==> config.mk <==
export PLATFORM = sky130hd
export DESIGN_NAME = traffic_light_ctrl
export DESIGN_NICKNAME = d
export VERILOG_FILES = /design/src/rtl/tl_pkg.sv /design/src/rtl/tl_tick_gen.sv /design/src/rtl/traffic_light_ctrl.sv
export SDC_FILE = /design/constraint.sdc
export NUM_CORES = 1
export LEC_CHECK = 0
export BUFFER_PORTS_ARGS = -buffer_cell sky130_fd_sc_hd__buf_2
export CORE_ASPECT_RATIO = 1.4
export CORE_MARGIN = 4
export CORE_UTILIZATION = 35
export DETAILED_ROUTE_END_ITERATION = 12
export HOLD_SLACK_MARGIN = 0.12
export PLACE_DENSITY_LB_ADDON = 0.08
export SYNTH_ARGS = -nofsm -noshare
export SYNTH_HDL_FRONTEND = slang
export SYNTH_SLANG_ARGS = --single-unit
==> constraint.sdc <==
create_clock -name clk -period 2.51 [get_ports clk]
set_input_delay 0.251 -clock clk [delete_from_list [all_inputs] [get_ports clk]]
set_output_delay 0.251 -clock clk [all_outputs]
set_load 0.1 [all_outputs]
==> src/rtl/tl_pkg.sv <==
// Shared definitions for the traffic light controller: FSM state codes,
// lamp encodings, register-map offsets and power-on register values.
package tl_pkg;

  // FSM state codes; these are also what the phase output reports.
  typedef enum logic [1:0] {
    ST_GREEN  = 2'd0,
    ST_YELLOW = 2'd1,
    ST_ALLRED = 2'd2,
    ST_WALK   = 2'd3
  } tl_state_e;

  // Per-approach lamp encoding (2 bits per approach).
  localparam logic [1:0] LIGHT_RED    = 2'b00;
  localparam logic [1:0] LIGHT_GREEN  = 2'b01;
  localparam logic [1:0] LIGHT_YELLOW = 2'b10;

  // Register addresses above the per-approach green block, relative to N_APPR.
  localparam int ADDR_OFF_YELLOW = 0;
  localparam int ADDR_OFF_ALLRED = 1;
  localparam int ADDR_OFF_WALK   = 2;

  // Power-on phase durations, in ticks.
  localparam int DEF_GREEN  = 5;
  localparam int DEF_YELLOW = 2;
  localparam int DEF_ALLRED = 1;
  localparam int DEF_WALK   = 4;

  // Round-robin helper: approach index base+offs wrapped into 0..n-1.
  // Both base and offs are below n, so one conditional subtract suffices.
  function automatic int wrap_appr(input int base, input int offs, input int n);
    int s;
    s = base + offs;
    if (s >= n) s = s - n;
    return s;
  endfunction

endpackage

==> src/rtl/tl_tick_gen.sv <==
// Free-running prescaler: emits a one-clock tick every PRESCALE cycles,
// counting from reset release (first tick after PRESCALE-1 rising edges).
module tl_tick_gen
  import tl_pkg::*;
#(
  parameter int PRESCALE = 1000
) (
  input  logic clk,
  input  logic n_rst,
  output logic tick_o
);

  localparam int            CW   = $clog2(PRESCALE);
  localparam logic [CW-1:0] LAST = CW'(PRESCALE - 1);

  logic [CW-1:0] cnt_q;
  logic [CW-1:0] cnt_d;

  // Next count: wrap to zero after the last cycle of each period.
  always_comb begin
    cnt_d = cnt_q + CW'(1);
    if (cnt_q == LAST) cnt_d = '0;
  end

  // Prescaler counter register.
  always_ff @(posedge clk or negedge n_rst) begin
    if (!n_rst) cnt_q <= '0;
    else        cnt_q <= cnt_d;
  end

  assign tick_o = (cnt_q == LAST);

endmodule

==> src/rtl/traffic_light_ctrl.sv <==
// Multi-approach traffic light controller with programmable phase times.
// Optional pedestrian walk phase is compiled in when TL_PED_EN is defined;
// the default build has no walk phase and ignores ped_req.
module traffic_light_ctrl
  import tl_pkg::*;
#(
  parameter int N_APPR   = 2,
  parameter int TW       = 4,
  parameter int PRESCALE = 1000
) (
  input  logic                clk,
  input  logic                n_rst,
  input  logic [N_APPR-1:0]   sensor,
  input  logic                wr_en,
  input  logic [2:0]          wr_addr,
  input  logic [TW-1:0]       wr_data,
  input  logic                ped_req,
  output logic [2*N_APPR-1:0] light,
  output logic                walk,
  output logic [1:0]          cur_appr,
  output logic [1:0]          phase
);

  localparam logic [2:0]    ADDR_YELLOW = 3'(N_APPR + ADDR_OFF_YELLOW);
  localparam logic [2:0]    ADDR_ALLRED = 3'(N_APPR + ADDR_OFF_ALLRED);
  localparam logic [TW-1:0] ONE         = TW'(1);

  // ---------------------------------------------------------------------
  // Tick generator
  // ---------------------------------------------------------------------
  logic tick;

  tl_tick_gen #(.PRESCALE(PRESCALE)) u_tick_gen (
    .clk    (clk),
    .n_rst  (n_rst),
    .tick_o (tick)
  );

  // ---------------------------------------------------------------------
  // Demand synchroniser
  // ---------------------------------------------------------------------
  logic [N_APPR-1:0] sens_s1_q;
  logic [N_APPR-1:0] sens_s2_q;

  // Two-flop synchroniser for the asynchronous vehicle sensors.
  always_ff @(posedge clk or negedge n_rst) begin
    if (!n_rst) begin
      sens_s1_q <= '0;
      sens_s2_q <= '0;
    end else begin
      sens_s1_q <= sensor;
      sens_s2_q <= sens_s1_q;
    end
  end

  // ---------------------------------------------------------------------
  // Register file
  // ---------------------------------------------------------------------
  logic [TW-1:0]     green_q [N_APPR];
  logic [N_APPR-1:0] green_we;
  logic [TW-1:0]     yellow_q;
  logic [TW-1:0]     allred_q;
`ifdef TL_PED_EN
  localparam logic [2:0] ADDR_WALK = 3'(N_APPR + ADDR_OFF_WALK);
  logic [TW-1:0]     walk_t_q;
`endif

  // One write strobe per approach green-time register.
  for (genvar gi = 0; gi < N_APPR; gi++) begin : g_green_we
    assign green_we[gi] = wr_en && (wr_addr == 3'(gi));
  end

  // Phase-time registers: a write is visible on the following cycle, so an
  // expiry on the same edge as a write still loads the previous value.
  always_ff @(posedge clk or negedge n_rst) begin
    if (!n_rst) begin
      for (int j = 0; j < N_APPR; j++) green_q[j] <= TW'(DEF_GREEN);
      yellow_q <= TW'(DEF_YELLOW);
      allred_q <= TW'(DEF_ALLRED);
`ifdef TL_PED_EN
      walk_t_q <= TW'(DEF_WALK);
`endif
    end else begin
      for (int j = 0; j < N_APPR; j++) begin
        if (green_we[j]) green_q[j] <= wr_data;
      end
      if (wr_en && (wr_addr == ADDR_YELLOW)) yellow_q <= wr_data;
      if (wr_en && (wr_addr == ADDR_ALLRED)) allred_q <= wr_data;
`ifdef TL_PED_EN
      if (wr_en && (wr_addr == ADDR_WALK))   walk_t_q <= wr_data;
`endif
    end
  end

  // ---------------------------------------------------------------------
  // FSM state, phase timer and registered outputs
  // ---------------------------------------------------------------------
  tl_state_e         state_q;
  logic [1:0]        cur_q;
  logic [1:0]        next_q;
  logic [TW-1:0]     timer_q;
  logic [2*N_APPR-1:0] light_q;
  logic              walk_q;
`ifdef TL_PED_EN
  logic              ped_q;
`else
  logic              unused_ped;
  assign unused_ped = ped_req;
`endif

  logic        expire;
  logic        rr_found;
  logic [1:0]  rr_pick;
  logic [1:0]  enter_appr;
  logic [TW-1:0] green_cur;
  logic [TW-1:0] green_enter;

  // The timer never holds zero (loads are clamped), so count==1 on a tick ends the phase.
  assign expire = tick && (timer_q <= ONE);

  // With no demand anywhere at all-red exit, green returns to approach 0.
  assign enter_appr = (|sens_s2_q) ? next_q : 2'd0;

  // Round-robin search for the first demanding approach after cur_appr.
  always_comb begin
    rr_found = 1'b0;
    rr_pick  = cur_q;
    for (int k = 1; k < N_APPR; k++) begin
      for (int j = 0; j < N_APPR; j++) begin
        if (!rr_found && sens_s2_q[j] &&
            (wrap_appr(int'(cur_q), k, N_APPR) == j)) begin
          rr_found = 1'b1;
          rr_pick  = 2'(j);
        end
      end
    end
  end

  // Green-time lookups for the current approach and the one about to enter.
  always_comb begin
    green_cur   = green_q[0];
    green_enter = green_q[0];
    for (int j = 0; j < N_APPR; j++) begin
      if (cur_q == 2'(j))      green_cur   = green_q[j];
      if (enter_appr == 2'(j)) green_enter = green_q[j];
    end
  end

  // A programmed duration of zero behaves as one tick.
  function automatic logic [TW-1:0] load_val(input logic [TW-1:0] v);
    return (v == '0) ? ONE : v;
  endfunction

  // Lamp vector with only approach appr showing code, all others red.
  function automatic logic [2*N_APPR-1:0] lights_for(input logic [1:0] appr,
                                                     input logic [1:0] code);
    logic [2*N_APPR-1:0] res;
    res = {N_APPR{LIGHT_RED}};
    for (int j = 0; j < N_APPR; j++) begin
      if (appr == 2'(j)) res[2*j +: 2] = code;
    end
    return res;
  endfunction

  // Phase sequencing: state, owning approach, stored next approach, timer and lamps.
  always_ff @(posedge clk or negedge n_rst) begin
    if (!n_rst) begin
      state_q <= ST_ALLRED;
      cur_q   <= 2'(N_APPR - 1);
      next_q  <= 2'd0;
      timer_q <= TW'(DEF_ALLRED);
      light_q <= '0;
      walk_q  <= 1'b0;
`ifdef TL_PED_EN
      ped_q   <= 1'b0;
`endif
    end else begin
`ifdef TL_PED_EN
      // Sticky pedestrian request; cleared below when the walk phase starts.
      if (ped_req) ped_q <= 1'b1;
`endif
      if (expire) begin
        case (state_q)
          ST_GREEN: begin
            if (rr_found) begin
              state_q <= ST_YELLOW;
              next_q  <= rr_pick;
              timer_q <= load_val(yellow_q);
              light_q <= lights_for(cur_q, LIGHT_YELLOW);
            end else begin
              timer_q <= load_val(green_cur);
            end
          end
          ST_YELLOW: begin
            state_q <= ST_ALLRED;
            timer_q <= load_val(allred_q);
            light_q <= '0;
          end
          ST_ALLRED: begin
`ifdef TL_PED_EN
            if (ped_q) begin
              state_q <= ST_WALK;
              timer_q <= load_val(walk_t_q);
              walk_q  <= 1'b1;
              ped_q   <= 1'b0;
            end else
`endif
            begin
              state_q <= ST_GREEN;
              cur_q   <= enter_appr;
              timer_q <= load_val(green_enter);
              light_q <= lights_for(enter_appr, LIGHT_GREEN);
            end
          end
          ST_WALK: begin
            state_q <= ST_ALLRED;
            timer_q <= load_val(allred_q);
            walk_q  <= 1'b0;
          end
          default: begin
            state_q <= ST_ALLRED;
            timer_q <= load_val(allred_q);
            light_q <= '0;
            walk_q  <= 1'b0;
          end
        endcase
      end else if (tick) begin
        timer_q <= timer_q - ONE;
      end
    end
  end

  assign light    = light_q;
  assign walk     = walk_q;
  assign cur_appr = cur_q;
  assign phase    = state_q;

endmodule

## After elaboration in Yosys (flattened, before gate mapping)

Index checks and enable logic that the tools add are counted.

- Output and inout bits: 9
- Input bits: 13
- Logic and storage cells: 80
- Register bits after elaboration: 44

- Add/sub/neg operators: 4
- Order comparisons: 2
- Mux-type cells: 25
- Reductions and logical operators: 26
- Eq/ne operators: 11

Operators by type and width:

| cell | number |
|---|---|
| $mux W4 | 10 |
| $eq A32 B2 Y1 const B | 1 |
| $logic_not A32 Y1 | 1 |
| $mux W32 | 1 |
| $pmux W4 S3 | 2 |
| $logic_not A4 Y1 | 4 |
| $mux W2 | 6 |
| $add A10 B1 Y10 const B | 1 |
| $eq A10 B10 Y1 const B | 1 |
| $mux W10 | 1 |
| $logic_and A1 B1 Y1 | 8 |
| $eq A2 B1 Y1 const B | 3 |
| $eq A3 B2 Y1 const B | 2 |
| $logic_not A2 Y1 | 3 |
| $pmux W2 S3 | 1 |
| $reduce_and A3 Y1 | 2 |
| $eq A2 B2 Y1 const B | 2 |
| $le A4 B1 Y1 const B | 1 |
| $mux W1 | 4 |
| $reduce_and A2 Y1 | 2 |
| $reduce_or A2 Y1 | 2 |
| $sub A3 B2 Y4 const B | 1 |
| $sub A4 B1 Y4 const B | 1 |
| $add A2 B1 Y3 const B | 1 |
| 7 further kinds | 7 |

## Logic depth before layout (Yosys ltp)

- Word-level depth: 13
- Mapped depth: 7
- Gate-level depth less buffers: 7

## By module

Synthesis repeated with hierarchy kept, for this count alone.

- Cells, all modules: 203
- Area, all modules: 2326.0 µm²

Modules (own cells, without submodules):

| module | area each (µm²) | sequential area each (µm²) | cells each | instances |
|---|---|---|---|---|
| traffic_light_ctrl | 1843.0 | 862.1 | 160 | 1 |
| tl_tick_gen | 483.0 | 250.2 | 43 | 1 |

## Least setup slack after synthesis

Ideal clock, no wire load.

- Kind: flip-flop to flip-flop
- Start: register state_q[0] (netlist: phase[0])
- End: register light_q[0] (netlist: light[0])
- Data arrival time: 2159 ps
- Stages on the path, launching flop included: 6
- Setup time: 125 ps
- Data required time: 2385 ps
- Path buffers: 1
- Setup slack: 226 ps
- Period minus slack after synthesis: 2284 ps
- Cells stage by stage: dfrtp_1 > inv_1 > ha_1 > clkbuf_1 > a211o_4 > mux2_4

- Word-level cells in the longest chain between the ends: 3
- Elaborated cells on any way between the ends: 7

RTL lines:

| element | RTL line | source |
|---|---|---|
| start, declared | traffic_light_ctrl.sv:98 | `tl_state_e state_q;` |
| start signal, assigned | traffic_light_ctrl.sv:168 | `state_q <= ST_ALLRED;` |
| start signal, assigned | traffic_light_ctrl.sv:186 | `state_q <= ST_YELLOW;` |
| start signal, assigned | traffic_light_ctrl.sv:195 | `state_q <= ST_ALLRED;` |
| $eq A2 B2 Y1, or another cell as far along | traffic_light_ctrl.sv:183 | `case (state_q)` |
| $reduce_bool A3 Y1 (no line) or $ne A2 B2 Y1 (tied branches) | -- |  |
| $reduce_and A3 Y1 (no line) | -- |  |
| end signal, assigned | traffic_light_ctrl.sv:189 | `light_q <= lights_for(cur_q, LIGHT_YELLOW);` |
| end signal, assigned | traffic_light_ctrl.sv:212 | `light_q <= lights_for(enter_appr, LIGHT_GREEN);` |
| end, declared | traffic_light_ctrl.sv:102 | `logic [2*N_APPR-1:0] light_q;` |

Several ways; a longest one is shown, not always the timed one.
A chain may end at the register's enable or synchronous reset.

## Worst setup path after layout

- Start: register u_tick_gen.cnt_q[4]
- End: register timer_q[3]

- Word-level cells in the longest chain between the ends: 3
- Elaborated cells on any way between the ends: 4

RTL lines:

| element | RTL line | source |
|---|---|---|
| start, declared | tl_tick_gen.sv:16 | `logic [CW-1:0] cnt_q;` |
| start signal, assigned | tl_tick_gen.sv:28 | `else cnt_q <= cnt_d;` |
| $eq A10 B10 Y1 (*) | tl_tick_gen.sv:31 | `assign tick_o = (cnt_q == LAST);` |
| $logic_and A1 B1 Y1 | traffic_light_ctrl.sv:119 | `assign expire = tick && (timer_q <= ONE);` |
| $mux W4 or $reduce_bool A2 Y1 (tied branches) | -- |  |
| end signal, assigned | traffic_light_ctrl.sv:188 | `timer_q <= load_val(yellow_q);` |
| end signal, assigned | traffic_light_ctrl.sv:191 | `timer_q <= load_val(green_cur);` |
| end signal, assigned | traffic_light_ctrl.sv:196 | `timer_q <= load_val(allred_q);` |
| end, declared | traffic_light_ctrl.sv:101 | `logic [TW-1:0] timer_q;` |

Every way passes the cells marked *; elsewhere a longest branch is shown, timed or not.

==> reports/metrics.cfg <==
[run_status]
outcome=finished, final reports clean

[route]
drt_first_pass_iters=4
ant_nets=0
vias=1609
wl_um=5110
drt_iter0_markers=68
wire_per_inst_um=17.0
vias_per_cell=5.36
drc=0

[synthesis]
yosysTopAreaCellShare_pct=38.7
ys.flop_type=dfrtp_1
ys_warn_count=0
yosysMostFrequentCell=dfrtp_1
yosys.cell_types.count=50
syn_inst=202
syn_area_per_cell_um2=11.2
syn_area_mm2=0.00227
yosysSeqAreaShare_pct=49.1
synth_seq_cells=44
synth_top_area_cell=dfrtp_1
synth_common_cells=35 x dfrtp_1, 21 x mux2_2, 14 x nor2_1
synthArstFlopShare_pct=100
synth_nets=222
synth-edff-count=0
synth_area_leaders=dfrtp_1 39%, dfstp_2 10%, mux2_2 10%, ha_1 3.9%, o21ai_0 2.9%

[grt]
grt_most_used_layer=met2
use_met3_pct=2.60
grt_use_total_pct=14.0
grt.met1_usage_pct=14.1
grt_util_met2_pct=26.6
grt_overflow=0
grt_pass1_wl_um=8710
grt_max_degree=45
grt_pass1_vias=1773
antenna_found_initial=0

[floorplan]
start_util_pct=36.2
core_area_mm2=0.00625
io_pins=22
die_h_um=103
die_width_um=76
rows=34
dieArea_mm2=0.00784

[pwr]
finalPower_w=0.00148
switchingPower_w=0.000361
switching_share_pct=24.3
vdd_drop_max_mv=0.340
p_leak_nw=1.16
p_per_area_mw_per_mm2=578
seq_power_share_pct=56.9
pwr-share-comb_pct=11.0
internal_power_w=0.00112
clock_power_share_pct=32.1

[timing]
final_hold_viol_count=0
clock.fmax_ghz=0.505
setup_viol=0
max-slew-margin-rel_pct=34.4
drv_slew=0
setup_tns_ps=0
period_share_pct=78.8
rsz0062_at_grt=no
skew_ps=6.93
worstMarginPinSlew_ps=983
period_minus_slack_ps=1980

[critical_path]
required_ps=2700
crit_arrival_ps=2170
worstSetupEndpointType=flop
worstRegToRegCells=6
start_kind=flop
critical_path.max_stage_delay_ps=430
path_cells=or3b_4 > nor3_4 > buf_4 > and2_1 > o21ai_0 > o21ba_2
worstPathMaxFanout=15
path_class=reg -> reg
crit_slowest_cell=or3b_4
path_buf_inv=1
path_delay_family=simple AND/OR/NAND/NOR gates
cp_num_cells=6

[layout]
drive_gt1_share_pct=30.3
area_growth_pct=13.1
antenna_cells=0
nets=248

[run]
cap_violations=0

[clocking]
ctsHtreeMaxLevel=2
cts.root.buffer_cell=clkbuf_8
cts_tree=yes
cts_sinks=44
cts_buffers=5
cts_resized=0
post_cts_buffers=0
clk_latency_ps=300
hold_buffers=2
cts_max_path_buffers=2
clk_pin_slew_worst_paths_ps=80

[placement]
globalplace.congestion=0.854
hpwlAfterDp_um=3970
port_buffers=19

[worst_hold_path]
min_path_type=in -> async

==> state kept, by name, indices dropped and copies added, names as in the netlist <==
name              count
light                 4
green_q               8
phase                 2
cur_appr              2
u_tick_gen.cnt_q     10
timer_q               4
sens_s1_q             2
sens_s2_q             2
allred_q              4
yellow_q              4
next_q                2
==> cell families after synthesis <==
logic type               Yosys count  synth area share [%]
AO/OA/AOI/OAI                     39                  11.7
XOR/XNOR                           5                  1.93
adder cells (fa/ha/maj)            7                  3.87
buffers and inverters             11                  1.99
flip-flops                        44                  49.1
multiplexers                      30                  15.3
other                              1                 0.165
AND/OR/NAND/NOR                   65                  16.0
==> layout by cell type (no fill, tap or decap), types with 7 or more instances in the layout <==
| cell | Yosys | layout |
|---|---|---|
| nand2_1 | 10 | 10 |
| dfstp_2 | 9 | 9 |
| nor2_1 | 14 | 14 |
| mux2_2 | 21 | 21 |
| nor3_1 | 8 | 8 |
| buf_2 | 0 | 19 |
| dfrtp_1 | 35 | 35 |
| clkbuf_8 | 0 | 7 |
| inv_1 | 7 | 7 |
| o21ai_0 | 13 | 13 |
| ha_1 | 7 | 7 |
==> metrics by stage <==
stage | std cells | setup slack (ps) | instance area (um^2) | hold slack (ps) | util [%]
detailed placement | 291 | 521 | 2450 | 336 | 39.1
floorplan | 202 | 226 | 2270 | -44.6 | -
global route | 300 | 355 | 2560 | 192 | 41.0
CTS | 300 | 489 | 2560 | 149 | 41.0
global placement | 291 | 560 | 2450 | 334 | 39.1
finish | 300 | 532 | 2560 | 119 | 41.0
==> worst paths after layout <==
check                               startpoint             endpoint  slack (ps)
max                        u_tick_gen.cnt_q[4]           timer_q[3]         530
min                                      n_rst  u_tick_gen.cnt_q[3]         120
max reg2reg                u_tick_gen.cnt_q[4]           timer_q[3]         530
min reg2reg                       sens_s1_q[1]         sens_s2_q[1]         360
max in group asynchronous                n_rst          allred_q[1]        1790
min in group clk                    wr_data[0]          yellow_q[0]         240
==> power by group through the flow <==
| stage | sequential (W) | clock [W] | combinational [W] |
|---|---|---|---|
| global route | 0.000857 | 0.000512 | 0.000179 |
| CTS | 0.000846 | 0.000490 | 0.000166 |
| global placement | 0.000854 | 0 | 0.000158 |
| detailed placement | 0.000859 | 0 | 0.000163 |
| floorplan | 0.000834 | 0 | 0.000118 |
| finish | 0.000844 | 0.000477 | 0.000163 |
==> routing by layer <==
metal / wire length (um) / up-vias
li1: - / 775
met1: 1860 / 788
met2: 2880 / 29
met3: 113 / 17
met4: 243 / 0
met5: 0 / -
==> worst register-to-register path, stage by stage, from the launching register on <==
cell,delay [ps]
dfrtp_1,410
or3b_4,430
nor3_4,190
buf_4,230
and2_1,300
o21ai_0,130
o21ba_2,200
==> area by class of cell <==
type                       instances  area, um^2
clock buffer                       7        96.3
sequential                        44        1110
timing repair buffer              23         130
inverter                           7        26.3
fill                             604        3690
tap                               72        90.1
multi-input combinational        147        1110
No activity file was read; power rests on OpenSTA's default activity.
